`config.mk`:
```
export PLATFORM = sky130hd
export DESIGN_NAME = minterm_sweeper
export DESIGN_NICKNAME = d
export VERILOG_FILES = /design/src/rtl/minterm_sweeper.sv
export SDC_FILE = /design/constraint.sdc
export NUM_CORES = 1
export LEC_CHECK = 0
export CAP_MARGIN = 5
export CORE_MARGIN = 1.5
export CORE_UTILIZATION = 34
export DETAILED_ROUTE_END_ITERATION = 16
export SYNTH_ARGS = -nofsm -noshare
export SYNTH_HDL_FRONTEND = slang
export SYNTH_SLANG_ARGS = --single-unit
```
`constraint.sdc`:
```
create_clock -name clk -period 1.6 [get_ports clk]
set_input_delay 0.32 -clock clk [delete_from_list [all_inputs] [get_ports clk]]
set_output_delay 0.32 -clock clk [all_outputs]
set_load 0.01 [all_outputs]
```
`src/rtl/minterm_sweeper.sv`:
```
// minterm_sweeper
// Recovers the truth table of an N_IN-input combinational function. It steps
// abcd_out through every code, waits SETTLE cycles for the network to settle,
// samples f_in and builds a minterm mask (bit i = f(i)) and a population count.
// At the end of the sweep the mask is compared against a golden mask.
module minterm_sweeper #(
  parameter int N_IN   = 4,
  parameter int SETTLE = 1
) (
  input  logic                 clk,
  input  logic                 rst_n,
  input  logic                 start,
  input  logic                 f_in,
  input  logic [2**N_IN-1:0]   expected,
  output logic [N_IN-1:0]      abcd_out,
  output logic                 busy,
  output logic                 done,
  output logic [2**N_IN-1:0]   minterms,
  output logic [N_IN:0]        minterm_count,
  output logic                 match
);

  localparam int MASK_W = 2 ** N_IN;
  localparam int CNT_W  = N_IN + 1;
  // The wait counter only needs to reach SETTLE-1; keep at least one bit.
  localparam int WAIT_W = (SETTLE > 1) ? $clog2(SETTLE) : 1;

  localparam logic [N_IN-1:0]   LAST_IDX  = N_IN'(MASK_W - 1);
  localparam logic [N_IN-1:0]   IDX_ONE   = N_IN'(32'd1);
  localparam logic [WAIT_W-1:0] LAST_WAIT = WAIT_W'(SETTLE - 1);
  localparam logic [WAIT_W-1:0] WAIT_ONE  = WAIT_W'(32'd1);

  typedef enum logic [1:0] {
    ST_IDLE   = 2'd0,
    ST_SETTLE = 2'd1,
    ST_SAMPLE = 2'd2,
    ST_DONE   = 2'd3
  } state_t;

  state_t              state_r;
  state_t              state_nxt_s;
  logic [N_IN-1:0]     idx_r;
  logic [WAIT_W-1:0]   wait_r;
  logic [N_IN-1:0]     abcd_r;
  logic [MASK_W-1:0]   minterms_r;
  logic [CNT_W-1:0]    count_r;
  logic                match_r;

  logic                settle_end_s;
  logic                last_vec_s;
  logic [MASK_W-1:0]   final_mask_s;

  // Complete mask as it will look after the last sample: the top bit comes
  // straight from f_in because it is being written in the same cycle.
  function automatic logic [MASK_W-1:0] close_mask(
    input logic              top_bit,
    input logic [MASK_W-1:0] mask
  );
    return {top_bit, mask[MASK_W-2:0]};
  endfunction

  // Decode of the settle and sweep-end conditions shared by FSM and datapath.
  always_comb begin
    settle_end_s = 1'b0;
    last_vec_s   = 1'b0;
    final_mask_s = close_mask(f_in, minterms_r);
    if (wait_r == LAST_WAIT) begin
      settle_end_s = 1'b1;
    end else begin
      settle_end_s = 1'b0;
    end
    if (idx_r == LAST_IDX) begin
      last_vec_s = 1'b1;
    end else begin
      last_vec_s = 1'b0;
    end
  end

  // State register with synchronous active-low reset.
  always_ff @(posedge clk) begin
    if (!rst_n) begin
      state_r <= ST_IDLE;
    end else begin
      state_r <= state_nxt_s;
    end
  end

  // Next-state logic: IDLE -> (SETTLE -> SAMPLE) x 2^N_IN -> DONE -> IDLE.
  always_comb begin
    state_nxt_s = state_r;
    case (state_r)
      ST_IDLE: begin
        if (start) begin
          state_nxt_s = ST_SETTLE;
        end else begin
          state_nxt_s = ST_IDLE;
        end
      end
      ST_SETTLE: begin
        if (settle_end_s) begin
          state_nxt_s = ST_SAMPLE;
        end else begin
          state_nxt_s = ST_SETTLE;
        end
      end
      ST_SAMPLE: begin
        if (last_vec_s) begin
          state_nxt_s = ST_DONE;
        end else begin
          state_nxt_s = ST_SETTLE;
        end
      end
      ST_DONE: begin
        state_nxt_s = ST_IDLE;
      end
      default: begin
        state_nxt_s = ST_IDLE;
      end
    endcase
  end

  // Status outputs decoded from the registered state.
  always_comb begin
    busy = 1'b0;
    done = 1'b0;
    case (state_r)
      ST_IDLE: begin
        busy = 1'b0;
        done = 1'b0;
      end
      ST_SETTLE, ST_SAMPLE: begin
        busy = 1'b1;
        done = 1'b0;
      end
      ST_DONE: begin
        busy = 1'b1;
        done = 1'b1;
      end
      default: begin
        busy = 1'b0;
        done = 1'b0;
      end
    endcase
  end

  // Sweep datapath: vector index, settle counter, mask, count and match.
  always_ff @(posedge clk) begin
    if (!rst_n) begin
      idx_r      <= '0;
      wait_r     <= '0;
      abcd_r     <= '0;
      minterms_r <= '0;
      count_r    <= '0;
      match_r    <= 1'b0;
    end else begin
      case (state_r)
        ST_IDLE: begin
          // A new sweep clears the previous results; otherwise they persist.
          if (start) begin
            idx_r      <= '0;
            wait_r     <= '0;
            abcd_r     <= '0;
            minterms_r <= '0;
            count_r    <= '0;
            match_r    <= 1'b0;
          end
        end
        ST_SETTLE: begin
          if (!settle_end_s) begin
            wait_r <= wait_r + WAIT_ONE;
          end
        end
        ST_SAMPLE: begin
          minterms_r[idx_r] <= f_in;
          count_r           <= count_r + CNT_W'(f_in);
          if (last_vec_s) begin
            // expected is only looked at here, on the final sample.
            match_r <= (final_mask_s == expected);
          end else begin
            idx_r  <= idx_r + IDX_ONE;
            abcd_r <= idx_r + IDX_ONE;
            wait_r <= '0;
          end
        end
        ST_DONE: begin
          idx_r <= idx_r;
        end
        default: begin
          idx_r <= idx_r;
        end
      endcase
    end
  end

  assign abcd_out      = abcd_r;
  assign minterms      = minterms_r;
  assign minterm_count = count_r;
  assign match         = match_r;

endmodule
```
==> summary.md, run 1 <==
| Metric | Value |
|---|---|
| Leakage | `approximately 0.86 nW` |
| PortBufs | `47` |
| Critical path required time | `1.28 ns` |
| NumNets Final | `267` |
| Post-synth ARST share | `0` |
| R2R Setup Slk | `between 0.15 and 0.2 ns` |
| IO Count | `48` |
| Place WS | `-0.0801 ns` |
| Synthesized Nets | `just over 200` |
| CP Depth | `1` |
| PD cells | `589 nW/um^2` |
| Post-DP HPWL | `3240 um` |
| Clock latency on the worst-skew pair | `0.27 ns` |
| YS warnings | `0` |
| Critical Path Start Type | `register` |
| Main synth FF type | `dfxtp_1` |
| Worst setup endpoint | `minterm_count[3]` |
| TritonCTS clock tree | `built` |
| Status | `completed` |
| Crit-path max cell delay | `0.56 ns` |
| Max Slew Vio Count | `0` |
| Crit Reg-Reg Startpoint | `state_r[1]$_SDFF_PN0_` |
| EDFF count, synth | `0` |
| CP endpoint kind | `output pin` |
| Clock Skews | `0.00424 ns` |
| WS Path Type | `register to output pin` |
| CTS clock-pin slew for the worst setup and hold paths | `~0.09 ns` |
| Unique masters post-synth | `33` |
| Buffers plus inverters on the worst setup path | `1` |
| Initial antenna violation count | `0` |
| Vias in the first global route | `1436` |
| Post-Syn Area | `1580 um^2` |
| Total power draw | `1.35 mW` |
| Full die area | `5060 um^2` |
| Seq cells post-synth | `28` |
| Reg2Reg Depth | `5` |
| Hold buffers post-CTS | `0` |
| Placement Cell Area | `2200 um^2` |
| Die Wd | `~71 um` |
| CP startpoint | `minterm_count[3]$_SDFFE_PN0P_` |
| Worst Setup Slack, final | `0.0590 ns` |
| DR iter-0 viols | `between 60 and 70` |
| Unrepaired setup endpoints after global routing | `no` |
| Final clock period utilization by the worst path | `0.963` |
| DRC Markers | `0` |
| # rows | `24` |
| Synth-to-layout area growth | `44.8%` |
| H-tree levels | `1` |
| Diode count | `0` |
| Post-Syn Instances | `181` |
| Count of final setup violators | `0` |
| Post-synthesis sequential area ratio | `0.355` |
| Overall fraction of global-route tracks in use | `0.175` |
| Largest cells by area after synthesis | `dfxtp_1 36%, a21boi_0 11%, xor2_1 9.4%` |
| Fillers | `450` |
| Die H | `71.1 um` |
| Routed Antenna Nets | `0` |
| First-pass GRT wire length | `7140 um` |
| Final hold vios | `0` |
| Worst-path cell chain | `clkdlybuf4s50_1` |
| Drt wl/cell | `14.3 um` |
| CP delay by family, top | `buffers and inverters` |
| TritonCTS buffer count | `3` |
| Clk buf depth | `2` |
| Hold Crit Class | `register to register` |
| Clk sinks | `28` |
| Post-synth top area share | `0.355` |
| First drt pass iteration count | `4` |
| Syn Area/Cell | `8.72 um^2` |
| Layout cell share with drive strength beyond 1 | `0.154` |
| Crit path DAT | `1.22 ns` |
| Tmin final | `1.54 ns` |
| Routed WL | `4180 um` |
| Rel. slew slack | `0.761` |
| Area leader, netlist | `dfxtp_1` |
| CP Max Fanout | `4` |
| Final instance area | `2280 um^2` |
| Worst-Margin Slew | `0.357 ns` |
| # Max-Cap Violations | `0` |
| Total grt overflow | `0` |
| Routability Congestion | `~0.84` |
| Core ar. | `4410 um^2` |
| Top achievable clock speed | `~650 MHz` |
| Largest net degree at the start of global routing | `17` |
| Via density | `5.15` |
| Initial Utilization | `0.357` |
| Total number of vias | `1505` |
| Slowest stage cell, crit path | `clkdlybuf4s50_1` |
| Peak supply drop | `0.335 mV` |
| Worst reg2reg path endpoint | `minterms[2]$_SDFFE_PN0P_` |
| Root buf cell | `clkbuf_8` |
[through the flow]
step	instances	setup TNS (ns)	hold slack [ns]	utilization
after floorplan	181	0	0.474	-
after global placement	287	-0.235	0.478	0.499
after detailed placement	287	-0.402	0.487	0.499
after CTS	291	0	0.504	0.514
after global routing	292	0	0.545	0.518
final	292	0	0.494	0.518
[flip-flops by register name, summed over array words and instances (netlist names)]
register,cells
match,1
state_r,2
minterms,16
minterm_count,5
abcd_out,4
[layout by cell type, fill, tap and decap left out, types with 2 or more instances in the layout]
cell	Yosys	layout
xor2_1	17	17
clkdlybuf4s50_1	0	44
nand4_1	20	20
dfxtp_1	28	20
a22oi_1	2	2
dfxtp_2	0	6
a21boi_0	23	23
and2_1	3	3
clkbuf_8	0	4
nor4_1	3	3
buf_4	0	22
nor2b_1	6	5
nand2_1	7	7
o311ai_0	3	2
and3_1	2	2
nand3_1	10	10
dlygate4sd2_1	0	2
ha_1	6	5
o211ai_1	7	7
nor2_1	6	6
o21ai_0	7	7
nand3b_1	2	2
inv_1	3	3
dfxtp_4	0	2
[layout make-up]
cell class,instances,area (um^2),area share
Multi-Input combinational cell,136,942,0.412
Clock buffer,4,55.1,0.0241
Tap cell,52,65.1,0.0285
Timing Repair Buffer,69,636,0.278
Sequential cell,28,576,0.252
Inverter,3,11.3,0.00493
[layer usage]
layer  track usage  wire length (um)  vias up
met1         0.248              2000      683
met2         0.279              1930       39
met4        0.0419                27        0
li1              -                 -      779
met5             0                 0        -
met3        0.0271               227        4
[kinds of logic after synthesis]
group                      count (synthesis)  synth area share
AOI/OAI and AO/OA                         48             0.220
xor gates and xnor gates                  18            0.0999
adders and majority gates                  6            0.0476
buffers and inverters                     17            0.0507
DFF                                       28             0.355
and+or+nand+nor                           64             0.227
[what timing repair did]
item,in CTS,in global routing
resized for setup,10,6
pin swaps,0,0
buffers inserted,0,1
endpoints found under the setup margin,6,6
[report_power, final]
part | switching [mW] | leakage (nW) | internal [mW]
sequential | 0.00709 | 0.230 | 0.700
clock | 0.221 | 0.0288 | 0.220
combinational | 0.0881 | 0.602 | 0.110
[worst min path at each step]
stage	from	endpoint	cells past startpoint
floorplan	rst_n	minterms[10]$_SDFFE_PN0P_	1
global placement	match$_SDFFE_PN0P_	match$_SDFFE_PN0P_	2
detailed placement	minterms[15]$_SDFFE_PN0P_	minterms[15]$_SDFFE_PN0P_	2
CTS	minterms[15]$_SDFFE_PN0P_	minterms[15]$_SDFFE_PN0P_	2
global route	abcd_out[2]$_SDFFE_PN0P_	abcd_out[2]$_SDFFE_PN0P_	1
finish	minterms[15]$_SDFFE_PN0P_	minterms[15]$_SDFFE_PN0P_	2
[cell usage after synthesis (all sizes together) (2+ instances only)]
cell type	number
o211ai	7
a21boi	23
inv	3
o21ai	7
o311ai	3
nand3	10
nand3b	2
nand2	7
nor2	6
nor4	3
xor2	17
a22oi	2
buf	8
clkbuf	6
and2	3
dfxtp	28
or2	2
ha	6
nand4	20
and3	2
nor2b	6
Note: power is estimated with default switching activity, not from simulation.
==> run 2, diff against run 1 <==
--- a/constraint.sdc
+++ b/constraint.sdc
@@ -3,2 +3,2 @@
 set_output_delay 0.32 -clock clk [all_outputs]
-set_load 0.01 [all_outputs]
+set_load 0.1 [all_outputs]
==> summary.md, run 2 (synthesis results as in run 1) <==
| Metric | Value |
|---|---|
| Status | `completed` |
| Commonest non-fill, non-tap cell in the layout | `buf_12` |
| Root buf cell | `clkbuf_8` |
| TritonCTS buffer count | `3` |
| Worst-Margin Slew | `0.416 ns` |
| Internal cell power | `1.04 mW` |
| Overall fraction of global-route tracks in use | `0.178` |
| Clock latency on the worst-skew pair | `0.27 ns` |
| Rel. slew slack | `0.722` |
| Final instance area | `2570 um^2` |
| Placement Cell Area | `roughly 2500 um^2` |
| CP endpoint kind | `register` |
| Total power draw | `1.40 mW` |
| Hold Crit Class | `register to register` |
| Top achievable clock speed | `691 MHz` |
| Reg power frac | `0.505` |
| Hold buffers post-CTS | `0` |
| Final core utilization | `0.582` |
| First-pass GRT wire length | `7180 um` |
| Final clock period utilization by the worst path | `0.905` |
| Layout cell share with drive strength beyond 1 | `0.297` |
| Highest Signal Layer | `met4` |
| Leakage | `about 0.96 nW` |
| Peak supply drop | `0.397 mV` |
| CP Max Fanout | `24` |
| Routed WL | `4470 um` |
| WHS | `0.528 ns` |
| Die H | `71.1 um` |
| DR iter-0 viols | `110` |
| PD cells | `around 550 nW/um^2` |
| Reg2Reg Depth | `5` |
| Total grt overflow | `0` |
| Sw Share | `0.254` |
| H-tree levels | `1` |
| WS Path Type | `register to register` |
| Sw power | `355 uW` |
| PortBufs | `between 40 and 50` |
| Place WS | `-0.108 ns` |
| Vias in the first global route | `1469` |
| Max reg flops | `16` |
| # rows | `24` |
| CTS clock-pin slew for the worst setup and hold paths | `0.10 ns` |
| Critical path required time | `1.75 ns` |
| First drt pass iteration count | `4` |
| Initial antenna violation count | `0` |
| Clk sinks | `28` |
| Die Wd | `roughly 71 um` |
| Hold Path Cell Cnt | `2` |
| Critical Path Start Type | `register` |
| Total number of vias | `roughly 1600` |
| Routability Congestion | `0.849` |
| Via density | `5.57` |
| Tmin final | `1.45 ns` |
| Clk buf depth | `2` |
| Combinational share of power | `0.182` |
| Worst Setup Slack, final | `0.153 ns` |
| Final hold vios | `0` |
| Drt wl/cell | `15.5 um` |
| Most frequent cells in the layout | `29 x buf_12, 23 x a21boi_0, 20 x nand4_1, 19 x clkdlybuf4s50_1` |
| Crit path DAT | `1.60 ns` |
| DRC Markers | `0` |
| # Max-Cap Violations | `0` |
| TritonCTS clock tree | `built` |
| Routed Antenna Nets | `0` |
| Clock Skews | `0.00393 ns` |
| Core ar. | `around 4400 um^2` |
| Largest net degree at the start of global routing | `25` |
| Initial Utilization | `0.357` |
| Unrepaired setup endpoints after global routing | `no` |
| Synth-to-layout area growth | `62.7%` |
| DR WL met2 | `2110 um` |
| NumNets Final | `approximately 260` |
| Count of final setup violators | `0` |
| DR WL met3 | `264 um` |
| Full die area | `5060 um^2` |
| DRT met1 WL | `roughly 2000 um` |
| Clock Power Share | `0.313` |
| IO Count | `48` |
| Diode count | `0` |
| Post-DP HPWL | `3420 um` |
| Max Slew Vio Count | `0` |
==> run 2: cell count changes in the layout (fill, tap and decap cells not counted), sizes merged <==
cell,before,now
buf,22,46
clkdlybuf4s50,44,19
dlygate4sd2,2,0
dlymetal6s2s,1,0
==> run 2: worst max-delay path, stage by stage, from the launching register on <==
cell and delay [ns]:
dfxtp_1 0.42, nor2b_4 0.21, buf_12 0.17, nand2_1 0.12, o311ai_0 0.28, a21boi_0 0.14
==> run 2: repair_timing <==
action | CTS | global route
resized for setup | 0 | 3
buffers inserted | 0 | 0
endpoints found under the setup margin | 0 | 3
==> run 2: worst paths after layout <==
check / start / to / slack, ns
max: state_r[1]$_SDFF_PN0_ / minterms[0]$_SDFFE_PN0P_ / 0.15
min: minterms[3]$_SDFFE_PN0P_ / minterms[3]$_SDFFE_PN0P_ / 0.53
max reg2reg: state_r[1]$_SDFF_PN0_ / minterms[0]$_SDFFE_PN0P_ / 0.15
min reg2reg: minterms[3]$_SDFFE_PN0P_ / minterms[3]$_SDFFE_PN0P_ / 0.53
==> run 2: power groups by stage <==
stage	Sequential (mW)	Combinational (mW)	Clock, mW
global placement	0.722	0.250	0
floorplan	0.736	0.113	0
CTS	0.705	0.253	0.448
global route	0.708	0.272	0.477
detailed placement	0.722	0.253	0
finish	0.707	0.254	0.438
==> run 2: per-layer routing <==
layer  vias to the layer above  global-route usage
met5                         -                   0
met4                         0              0.0671
met3                         4              0.0228
met2                        66               0.269
met1                       753               0.260
li1                        780                   -
==> run 2: final cells by class <==
cell class              instances  area (um^2)
clock buffers                   4         55.1
well taps                      52         65.1
repair buffers                 65          898
fillers                       380         1850
inverters                       3         11.3
multi-input cells             136          950
flip-flops and latches         28          588
==> run 2: through the flow <==
stage | cells | setup TNS, ns
2_1_floorplan | 181 | -0.00934
3_3_place_gp | 284 | -0.909
3_5_place_dp | 284 | -1.06
4_1_cts | 288 | 0
5_1_grt | 288 | 0
6_report | 288 | 0
==> run 3, diff against run 2 <==
ABC_AREA = 1   (was default)
==> summary.md, run 3 <==
| Metric | Value |
|---|---|
| Status | `completed` |
| Crit-path max cell delay | `0.46 ns` |
| Die Wd | `71.7 um` |
| PD cells | `600 nW/um^2` |
| Worst reg2reg path endpoint | `abcd_out[3]$_SDFFE_PN0P_` |
| Clock Power Share | `0.291` |
| Sw Share | `0.301` |
| IO Count | `48` |
| DR WL met3 | `165 um` |
| H-tree levels | `1` |
| Hold EP | `minterm_count[1]$_SDFFE_PN0P_` |
| Initial antenna violation count | `0` |
| Synth-to-layout area growth | `60.3%` |
| PortBufs | `47` |
| NumNets Final | `326` |
| R2R Setup Slk | `0.15 ns` |
| Initial Utilization | `0.361` |
| EDFF count, synth | `0` |
| Full die area | `5140 um^2` |
| Final hold vios | `0` |
| Count of final setup violators | `0` |
| Vias in the first global route | `approximately 1600` |
| Critical path required time | `1.28 ns` |
| Internal cell power | `1.08 mW` |
| Reg power frac | `0.472` |
| Rel. slew slack | `0.773` |
| Largest cells by area after synthesis | `dfxtp_1 35%, nand2_1 15%, inv_1 8.4%` |
| Routability Congestion | `0.859` |
| Commonest non-fill, non-tap cell in the layout | `nand2_1` |
| Post-synth ARST share | `0` |
| Seq cells post-synth | `28` |
| Critical Path Start Type | `register` |
| Final core utilization | `0.579` |
| Peak supply drop | `just over 0.6 mV` |
| # Max-Cap Violations | `0` |
| # rows | `24` |
| Post-Syn Instances | `243` |
| DRC Markers | `0` |
| Worst-Margin Slew | `0.338 ns` |
| Tmin final | `1.50 ns` |
| Crit Reg-Reg Startpoint | `abcd_out[0]$_SDFFE_PN0P_` |
| Max reg flops | `16` |
| Clk buf depth | `2` |
| Postcts setup bufs | `0` |
| Reg2Reg Depth | `9` |
| Combinational share of power | `0.238` |
| Final cell count without fillers | `351` |
| Worst-path cell chain | `inv_2 > nand2_1 > buf_12` |
| CP endpoint kind | `output pin` |
| First drt pass iteration count | `6` |
| Routed Antenna Nets | `0` |
| Post-DP HPWL | `3210 um` |
| Clock Skews | `around 0.0016 ns` |
| Crit path DAT | `1.18 ns` |
| Min-delay src | `minterm_count[1]$_SDFFE_PN0P_` |
| Total number of vias | `1642` |
| Final instance area | `2570 um^2` |
| Most common cell in the netlist | `nand2_1` |
| Leakage | `1.07 nW` |
| YS warnings | `0` |
| CTS clock-pin slew for the worst setup and hold paths | `approximately 0.10 ns` |
| DR WL met2 | `1830 um` |
| Unrepaired setup endpoints after global routing | `no` |
| WS Path Type | `register to output pin` |
| Slowest stage cell, crit path | `dfxtp_1` |
| Overall fraction of global-route tracks in use | `0.177` |
| Largest net degree at the start of global routing | `23` |
| Syn Area/Cell | `6.60 um^2` |
| Sw power | `roughly 460 uW` |
| Most frequent cells in the layout | `63 x nand2_1, 36 x inv_1, 29 x nor2_1, 29 x buf_12, 23 x a21oi_1` |
| Post-Syn Area | `1600 um^2` |
| Synthesized Nets | `269` |
| Top achievable clock speed | `668 MHz` |
| Post-synthesis sequential area ratio | `0.349` |
| Root buf cell | `clkbuf_8` |
| Area leader, netlist | `dfxtp_1` |
| Buffers plus inverters on the worst setup path | `2` |
| DR iter-0 viols | `130` |
| Via density | `4.68` |
| Clock latency on the worst-skew pair | `0.28 ns` |
| Max Slew Vio Count | `0` |
| Die H | `between 70 and 80 um` |
| First-pass GRT wire length | `7360 um` |
| Final clock period utilization by the worst path | `0.936` |
| Main synth FF type | `dfxtp_1` |
| Highest Signal Layer | `met4` |
| Commonest cells in the netlist | `63 x nand2_1, 36 x inv_1, 29 x nor2_1` |
| Routed WL | `4010 um` |
| Placed Cells | `roughly 350` |
| Placement Cell Area | `roughly 2500 um^2` |
| Hold Crit Class | `register to register` |
| Clk sinks | `28` |
| Diode count | `0` |
| Hold Path Cell Cnt | `2` |
| Post-synth top area share | `0.349` |
| Layout cell share with drive strength beyond 1 | `0.237` |
| Drt wl/cell | `11.4 um` |
| CP Max Fanout | `5` |
| DRT met1 WL | `1980 um` |
| CP delay by family, top | `flip-flops` |
| TritonCTS buffer count | `3` |
| Unique masters post-synth | `22` |
| Total grt overflow | `0` |
| Core ar. | `4440 um^2` |
| TritonCTS clock tree | `built` |
==> run 3: logic make-up after synthesis <==
group                    Yosys count  synth area share
AO/OA/AOI/OAI                     42             0.153
adder cells (fa/ha/maj)            6            0.0468
AND/OR/NAND/NOR                  119             0.325
buffers and inverters             44             0.104
XOR/XNOR                           4            0.0218
flip-flops                        28             0.349
==> run 3: worst max path at each step <==
stage,start,endpoint,slack [ns],cells past startpoint
2_1_floorplan,minterms[5]$_SDFFE_PN0P_,match$_SDFFE_PN0P_,0.007,6
3_3_place_gp,f_in,minterm_count[4]$_SDFFE_PN0P_,-0.06,7
3_5_place_dp,f_in,minterm_count[4]$_SDFFE_PN0P_,-0.18,7
4_1_cts,state_r[1]$_SDFF_PN0_,busy,0.08,3
5_1_grt,abcd_out[0]$_SDFFE_PN0P_,abcd_out[3]$_SDFFE_PN0P_,0.005,9
6_report,state_r[1]$_SDFF_PN0_,busy,0.10,3
==> run 3: layout make-up <==
type	count	area, um^2
Tap cell	52	65.1
Timing Repair Buffer	56	831
Fill cell	426	1870
Clock buffer	4	55.1
Sequential cell	28	588
Multi-Input combinational cell	171	882
Inverter	40	150
==> run 3: metrics by stage <==
step / power, mW / hold slack, ns / setup WS [ns] / setup TNS (ns)
after floorplan: 0.949 / 0.458 / 0.00711 / 0
after global placement: 1.11 / 0.489 / -0.0615 / -0.0615
after detailed placement: 1.11 / 0.491 / -0.178 / -0.184
after CTS: 1.56 / 0.512 / 0.0783 / 0
after global routing: 1.61 / 0.534 / 0.00464 / 0
final: 1.54 / 0.509 / 0.102 / 0
==> run 3: power by group through the flow <==
stage          logic, mW  clock network (mW)  registers (mW)
3_5_place_dp       0.368                   0           0.744
3_3_place_gp       0.367                   0           0.744
4_1_cts            0.369               0.461           0.728
5_1_grt            0.402               0.482           0.730
2_1_floorplan      0.150                   0           0.800
6_report           0.367               0.448           0.727
==> run 3: worst register-to-register path, cell delays in order, from the launching register on <==
cell	delay (ns)
dfxtp_4	0.39
ha_1	0.19
nand3_1	0.09
nor2_1	0.17
inv_2	0.10
nand2_4	0.10
inv_2	0.05
nand2_2	0.05
xor2_1	0.17
nor2_1	0.05
==> run 3: layer usage <==
layer | vias to the layer above | GRT usage
li1 | 894 | -
met1 | 712 | 0.244
met2 | 34 | 0.286
met3 | 2 | 0.0408
met4 | 0 | 0.0314
met5 | - | 0
==> run 3: repair_timing <==
| item | CTS | global route |
|---|---|---|
| hold endpoints to repair | 0 | 0 |
| endpoints found under the setup margin | 0 | 1 |
| gates resized for setup | 0 | 1 |
| hold buffers | 0 | 0 |
